`config.mk`:
```
export PLATFORM = sky130hd
export DESIGN_NAME = present_dec
export DESIGN_NICKNAME = d
export VERILOG_FILES = /design/src/rtl/present_pkg.sv /design/src/rtl/present_key_sched.sv /design/src/rtl/present_dec.sv
export SDC_FILE = /design/constraint.sdc
export NUM_CORES = 1
export LEC_CHECK = 0
export CORE_MARGIN = 10
export CORE_UTILIZATION = 60
export DETAILED_ROUTE_END_ITERATION = 8
export PLACE_DENSITY = 0.87
export SETUP_SLACK_MARGIN = 0.1
export SLEW_MARGIN = 20
export SYNTH_ARGS = -nofsm -noshare
export SYNTH_HDL_FRONTEND = slang
export SYNTH_SLANG_ARGS = --single-unit
```
`constraint.sdc`:
```
create_clock -name clk -period 7.1 [get_ports clk]
set_input_delay 2.13 -clock clk [delete_from_list [all_inputs] [get_ports clk]]
set_output_delay 2.13 -clock clk [all_outputs]
set_load 0.05 [all_outputs]
```
`src/rtl/present_pkg.sv`:
```
// Shared constants, S-box / permutation helpers and FSM types for the PRESENT-80 decryptor.
package present_pkg;

    localparam logic [4:0]  ROUNDS       = 5'd31;
    localparam logic [63:0] SBOX_TBL     = 64'h21748FE3DA09B65C;
    localparam logic [63:0] INV_SBOX_TBL = 64'hA970364BD21C8FE5;

    typedef enum logic [2:0] {StIdle, StKeyexp, StWhiten, StRound, StFin} fsm_e;
    typedef enum logic [1:0] {KsHold, KsFwd, KsInv} ks_mode_e;

    function automatic logic [3:0] sbox(input logic [3:0] x);
        return SBOX_TBL[{x, 2'b00} +: 4];
    endfunction

    function automatic logic [3:0] inv_sbox(input logic [3:0] x);
        return INV_SBOX_TBL[{x, 2'b00} +: 4];
    endfunction

    function automatic logic [63:0] p_layer(input logic [63:0] d);
        logic [63:0] r;
        r[63] = d[63];
        for (int i = 0; i < 63; i++) r[(16 * i) % 63] = d[i];
        return r;
    endfunction

    function automatic logic [63:0] inv_p_layer(input logic [63:0] d);
        logic [63:0] r;
        r[63] = d[63];
        for (int j = 0; j < 63; j++) r[(4 * j) % 63] = d[j];
        return r;
    endfunction

    function automatic logic [63:0] inv_s_layer(input logic [63:0] d);
        logic [63:0] r;
        for (int n = 0; n < 16; n++) r[4 * n +: 4] = inv_sbox(d[4 * n +: 4]);
        return r;
    endfunction

endpackage

```
`src/rtl/present_key_sched.sv`:
```
// PRESENT-80 key register with forward (encrypt) and inverse (decrypt) update steps.
module present_key_sched
    import present_pkg::*;
(
    input  logic        clk,
    input  logic        rst_n,
    input  logic        load,
    input  logic [79:0] load_key,
    input  ks_mode_e    mode,
    input  logic [4:0]  cnt,
    output logic [63:0] round_key
);

    logic [79:0] k_q;
    logic [79:0] k_d;
    logic [79:0] t;

    always_comb begin
        k_d = k_q;
        t   = k_q;
        case (mode)
            KsFwd: begin
                t          = {k_q[18:0], k_q[79:19]};
                t[79:76]   = sbox(t[79:76]);
                t[19:15]   = t[19:15] ^ cnt;
                k_d        = t;
            end
            KsInv: begin
                t[19:15]   = t[19:15] ^ cnt;
                t[79:76]   = inv_sbox(t[79:76]);
                k_d        = {t[60:0], t[79:61]};
            end
            default: k_d = k_q;
        endcase
    end

    // Next-state view: in an inverse step this is already the key for the current round.
    assign round_key = k_d[79:16];

    always_ff @(posedge clk) begin
        if (!rst_n) begin
            k_q <= '0;
        end else if (load) begin
            k_q <= load_key;
        end else begin
            k_q <= k_d;
        end
    end

endmodule

```
`src/rtl/present_dec.sv`:
```
// PRESENT-80 decryption core: forward key expansion to K32, then 31 inverse rounds.
module present_dec
    import present_pkg::*;
(
    input  logic        clk,
    input  logic        rst_n,
    input  logic        start,
    input  logic [63:0] state,
    input  logic [79:0] keys,
    output logic        busy,
    output logic        done,
    output logic [63:0] result
);

    fsm_e        fsm;
    logic [4:0]  cnt;
    logic [63:0] data;
    logic [63:0] round_key;
    ks_mode_e    ks_mode;
    logic        ks_load;

    always_comb begin
        ks_load = (fsm == StIdle) && start;
        case (fsm)
            StKeyexp: ks_mode = KsFwd;
            StRound:  ks_mode = KsInv;
            default:  ks_mode = KsHold;
        endcase
    end

    present_key_sched u_key_sched (
        .clk       (clk),
        .rst_n     (rst_n),
        .load      (ks_load),
        .load_key  (keys),
        .mode      (ks_mode),
        .cnt       (cnt),
        .round_key (round_key)
    );

    always_ff @(posedge clk) begin
        if (!rst_n) begin
            fsm    <= StIdle;
            cnt    <= '0;
            data   <= '0;
            result <= '0;
            busy   <= 1'b0;
            done   <= 1'b0;
        end else begin
            done <= 1'b0;
            case (fsm)
                StIdle: begin
                    if (start) begin
                        cnt  <= 5'd1;
                        data <= state;
                        busy <= 1'b1;
                        fsm  <= StKeyexp;
                    end
                end
                StKeyexp: begin
                    if (cnt == ROUNDS) fsm <= StWhiten;
                    else               cnt <= cnt + 5'd1;
                end
                StWhiten: begin
                    data <= data ^ round_key;
                    cnt  <= ROUNDS;
                    fsm  <= StRound;
                end
                StRound: begin
                    data <= inv_s_layer(inv_p_layer(data)) ^ round_key;
                    if (cnt == 5'd1) fsm <= StFin;
                    else             cnt <= cnt - 5'd1;
                end
                StFin: begin
                    result <= data;
                    done   <= 1'b1;
                    busy   <= 1'b0;
                    fsm    <= StIdle;
                end
                default: fsm <= StIdle;
            endcase
        end
    end

endmodule

```
==> results of run 1 <==
## final timing paths
path | slack [ns] | cells after the start | endpoint
worst max-delay path | 2.66 | 8 | u_key_sched.k_q[4]
worst min-delay path | 0.45 | 2 | result[44]
worst max register to register | 3.02 | 9 | data[61]
worst min register to register | 0.45 | 2 | result[44]
## power by group
part / switching (uW) / internal (uW) / leakage (uW) / total, uW
Combinational: 346 / 308 / 0.00415 / 654
Sequential: 117 / 1280 / 0.00178 / 1400
Clock: 514 / 761 / 0.000391 / 1270
Total: 978 / 2350 / 0.00632 / 3330
## synthesized netlist by cell type, types with 30 or more instances
cell and instances:
a221oi_1 31, a21oi_1 138, a221o_1 57, or2_2 32, xnor2_1 43, o22ai_1 44
inv_1 76, nor2_1 69, a211oi_1 30, ha_1 115, nand2_1 281, xor2_1 39
buf_2 35, dfxtp_1 218, clkbuf_1 105, and2_1 33, o21ai_0 111, a22oi_1 65
## stage by stage
stage / instances / total power [uW] / hold slack (ns)
after global routing: 2184 / 3430 / 0.475
final: 2184 / 3330 / 0.451
after floorplan: 1763 / 1810 / 0.477
after global placement: 2142 / 2030 / 0.443
after detailed placement: 2142 / 2050 / 0.446
after CTS: 2184 / 3300 / 0.454
## layer usage
| layer | up-vias | part of all wire, % |
|---|---|---|
| met5 | - | 0 |
| met4 | 0 | 6.6 |
| met3 | 175 | 12 |
| met2 | 991 | 45 |
| met1 | 6576 | 36 |
| li1 | 6437 | - |
## layout make-up
class,instances,share of cell area (%)
multi-input combinational,1298,52.7
tap,319,2.33
timing repair buffer,227,13.0
clock buffer,39,4.43
clock inverter,3,0.248
inverter,80,1.77
sequential,218,25.5
## flip-flops by register name, indices dropped and copies added, names as in the netlist
| register | count |
|---|---|
| u_key_sched.k_q | 80 |
| data | 64 |
| result | 64 |
| cnt | 5 |
| fsm | 3 |
| busy | 1 |
| done | 1 |
## critical path: stages
cell and delay (ns):
clkdlybuf4s50_1 0.48, nor3b_2 0.17, buf_4 0.32, and2_4 0.54, buf_4 0.69, nor3_1 0.13
a221oi_1 0.28, nor2_1 0.07
## logic make-up (layout without fill, tap and decap cells)
group,count (synthesis),after routing,synth area share (%)
AO/OA/AOI/OAI,560,560,26.3
AND/OR/NAND/NOR,485,485,15.0
buffers and inverters,247,349,6.87
XOR/XNOR,82,82,5.01
adder cells (fa/ha/maj),115,115,10.0
multiplexers,56,56,6.34
flip-flops,218,218,30.4
## cell usage in the layout (no fill, tap or decap), types with 25 or more instances in the layout
master / netlist / routed
nand2_1: 281 / 279
dfxtp_1: 218 / 218
clkdlybuf4s50_1: 0 / 212
a21oi_1: 138 / 138
ha_1: 115 / 113
o21ai_0: 111 / 111
inv_1: 76 / 76
nor2_1: 69 / 68
a22oi_1: 65 / 65
a221o_1: 57 / 57
o22ai_1: 44 / 44
xnor2_1: 43 / 43
xor2_1: 39 / 39
or2_2: 32 / 32
a221oi_1: 31 / 31
and2_1: 33 / 31
a211oi_1: 30 / 30
mux4_2: 27 / 27
clkbuf_16: 0 / 25
==> metrics.yaml, run 1 <==
ys_seq_elements: 218
path_clk_slew_ns: 0.06
drive_gt1_share_pct: 7.83
worstHoldStart: "result[44]"
clock_latency_ns: 0.53
setup_ws_ns: 2.66
met2_usage_pct: 48.4
synth_top_flop_cell: "dfxtp_1"
antenna_cells: 0
cts_tree: "built"
finalCriticalPeriod_ns: 4.44
final_util_pct: 73.0
cts_sinks: 218
drtPass1Iterations: 8
path_max_fanout: 85
fin_skew_ns: 0.0200
status: "finished clean"
worst_slew_pin_slew_ns: 0.978
synth.avg_cell_area_um2: 8.14
rsz0062_at_grt: "false"
relSlewSlack_pct: 34.6
die_w_um: 175
io_buffer_count: 212
synth_nets: 2025
grt-ovfl-total: 0
multiInputGateArea_mm2: 0.00903
drc: 0
htreeDepth: 1
period_share_pct: 62.6
final_nets: 2111
start_util_pct: 61.1
crit_start: "start"
maxCapViolCount: 0
synth_area_mm2: 0.0143
worst_setup_path_start_kind: "input port"
timing.fmax_mhz: 225
synthTopCellsByArea: "dfxtp_1 30%, ha_1 10%, nand2_1 7.4%"
ant_nets: 0
grt_max_degree: 89
rr_startpoint: "fsm[1]"
postCtsHoldBufs: 0
setup-violations-final: 0
drt_iter0_markers: 2113
n_fill_cell: 1767
path_class: "in2reg"
hold_path.class: "reg2reg"
register_area_mm2: 0.00436
finalSetupTns_ns: 0
netlist_instances: 1763
end_kind: "flop"
vias_per_cell: 6.49
irDropWorstVdd_mv: 0.146
hpwl_um: 34500
cts-buffers-inserted: 24
ys_types: 61
met1_usage_pct: 36.9
rows: 56
routed_wl_um: 49000
core_area_mm2: 0.0235
design_area_mm2: 0.0171
cts_setup_buffers: 0
die-area_mm2: 0.0305
grt_pass1_vias: 13332
vias: 14179
area_growth_syn_to_layout_pct: 19.4
yosysTopAreaCell: "dfxtp_1"
crit_required_ns: 7.48
detail_route.wl_per_cell_um: 22.4
p_per_area_mw_per_mm2: 194
busiest_layer: "met2"
grt_pass1_wl_um: 75200
cp.arrival_ns: 4.83
slew_violations: 0
yosysSeqAreaShare_pct: 30.4
die_h_um: 175
async_reset_ff_share_pct: 0
cts_buffer_depth: 3
clockRootBuffer: "clkbuf_16"
io_pins: 213
pre_cts_slack_ns: 2.24
gp_congestion: 0.943
antenna_found_initial: 1
finalHoldViolations: 0
p_leak_uw: 0.00632
grt_usage_pct: 30.4
synth_edf_count: 0
post_dp_cell_area_mm2: 0.0163
cts_resized: 0
use_met3_pct: 6.79
yosys_warnings: 0
synth.top_cell.area_share_pct: 30.4
(Power assumes the default switching activity.)
==> run 2, diff against run 1 <==
Settings changed: CORE_UTILIZATION 60 to 56, PLACE_DENSITY 0.87 to 0.82.
Clock period 7.1 ns to 4.2 ns, I/O delays scaled along.
==> run 2 against run 1 <==
Net effect: total power rose by 72%; non-clock buffer count grew 16; via count up 0.31%; first-iteration DRC count decreased by 9.5%; wire length is 2.2% higher; count of clock-buffer cells in the layout shrank 6; clock skew grew 0.0029 ns; clock power grew 75%; highest routed layer unchanged.
==> metrics.yaml, run 2 (synthesized netlist as in run 1, its figures left out) <==
core_area_mm2: 0.0252  # +7.3%
path_max_fanout: 26  # -69%
htreeDepth: 1  # unchanged
timing.fmax_mhz: 296
detail_route.wl_per_cell_um: 22.6  # +0.89%
setup-violations-final: 0  # unchanged
vias_per_cell: 6.43  # -1.0%
die_h_um: 180  # +3.1%
cts_resized: 0  # unchanged
hpwl_um: 36000  # +4.3%
irDropWorstVdd_mv: 0.287  # +97%
design_area_mm2: 0.0174  # +1.3%
finalCriticalPeriod_ns: 3.37
clock_latency_ns: 0.53  # about the same
relSlewSlack_pct: 37.0  # +2.4 points
post_dp_cell_area_mm2: 0.0165  # +1.3%
crit_slowest_cell: "o21ai_0"
drt_iter0_markers: 1912  # -9.5%
hold_path.class: "reg2reg"
final_nets: 2128  # +0.81%
path_class: "reg2reg"
period_share_pct: 80.3
p_leak_uw: 0.00644  # +1.9%
gp_congestion: 0.949  # +0.68%
grt_max_degree: 86  # -3.4%
cts_buffer_depth: 3  # unchanged
cts_tree: "built"
largest_reg_flops: 80  # unchanged
fin_skew_ns: 0.0230  # +0.00293 ns
crit_required_ns: 4.61  # -2.87 ns
antenna_found_initial: 0  # -1
rsz0062_at_grt: "false"
cts-buffers-inserted: 25  # +4.2%
regMostFlops: "u_key_sched.k_q"
end_kind: "flop"
path_clk_slew_ns: 0.06  # about the same
grt_usage_pct: 28.9  # -1.5 points
finalHoldViolations: 0  # unchanged
io_buffer_count: 212  # unchanged
start_util_pct: 57.0  # -4.1 points
ant_nets: 0  # unchanged
antenna_cells: 0  # unchanged
area_growth_syn_to_layout_pct: 21.0
routed_wl_um: 50100  # +2.2%
grt_pass1_vias: 13264  # -0.51%
io_pins: 213  # unchanged
final_util_pct: 68.9  # -4.1 points
n_fill_cell: 2011  # +14%
vias: 14223  # +0.31%
cts_sinks: 218  # unchanged
maxCapViolCount: 0  # unchanged
grt-ovfl-total: 0  # unchanged
finalSetupTns_ns: 0  # unchanged
drtPass1Iterations: 7  # -1
path_delay_family: "compound AO/OA/AOI/OAI gates"
die-area_mm2: 0.0324  # +6.3%
largest_registers: "u_key_sched.k_q (80), data (64), result (64)"
worst_setup_path_start_kind: "flop"
worstPathCellList: "or3b_2 > ha_2 > inv_2 > buf_4 > o21ai_0 > xnor2_1 > a31o_2"
critPathBufInv: 2  # -1
p_per_area_mw_per_mm2: 330  # +70%
slowest_delay_ns: 0.62  # -0.07 ns
drc: 0  # unchanged
die_w_um: 180  # +3.1%
worst_slew_pin_slew_ns: 0.946  # -0.0325 ns
status: "finished clean"
cts_setup_buffers: 0  # unchanged
rows: 58  # +3.6%
cp.arrival_ns: 3.78  # -1.05 ns
grt_pass1_wl_um: 76400  # +1.6%
final_common_cell: "nand2_1"
drive_gt1_share_pct: 8.82  # +0.99 points
clockRootBuffer: "clkbuf_16"
slew_violations: 0  # unchanged
layout_common_cells: "280 x nand2_1, 218 x dfxtp_1, 212 x clkdlybuf4s50_1"
postCtsHoldBufs: 0  # unchanged
-- run 2: final timing paths --
check	from	to	slack, ns	depth (start not counted)
worst max-delay path	fsm[2]	data[30]	0.83	7
worst min-delay path	result[60]	result[60]	0.45	2
worst max register to register	fsm[2]	data[30]	0.83	7
worst min register to register	result[60]	result[60]	0.45	2
-- run 2: worst reg2reg max path, cell delays in order (launching register included) --
cell and delay (ns):
dfxtp_1 0.53, or3b_2 0.61, ha_2 0.51, inv_2 0.27, buf_4 0.27, o21ai_0 0.63
xnor2_1 0.17, a31o_2 0.27
-- run 2: metal layers --
layer	GRT usage [%]	part of all wire (%)
met5	0	0
met4	15.2	5.7
met3	5.42	10
met2	46.6	47
met1	35.9	37
-- run 2: final cells by class --
cell class | instances | area (um2) | share of cell area [%]
inverters | 80 | 303 | 1.74
clock inverters | 11 | 115 | 0.663
repair buffers | 243 | 2430 | 14.0
multi-input cells | 1298 | 9030 | 52.0
flip-flops and latches | 218 | 4360 | 25.1
well taps | 330 | 413 | 2.38
clock buffers | 33 | 706 | 4.07
-- run 2: where the power goes --
group          switching, uW  internal (uW)
clock                    914           1300
combinational            601            541
sequential               194           2170
total                   1710           4010
-- run 2: metrics by stage --
stage / hold WS (ns) / worst slack (ns) / instances / power, uW
2_1_floorplan: 0.477 / 1.57 / 1763 / 3060
6_report: 0.454 / 0.826 / 2213 / 5720
5_1_grt: 0.465 / 0.744 / 2213 / 5900
3_5_place_dp: 0.447 / 0.873 / 2169 / 3500
4_1_cts: 0.456 / 0.866 / 2213 / 5690
3_3_place_gp: 0.442 / 0.906 / 2169 / 3470
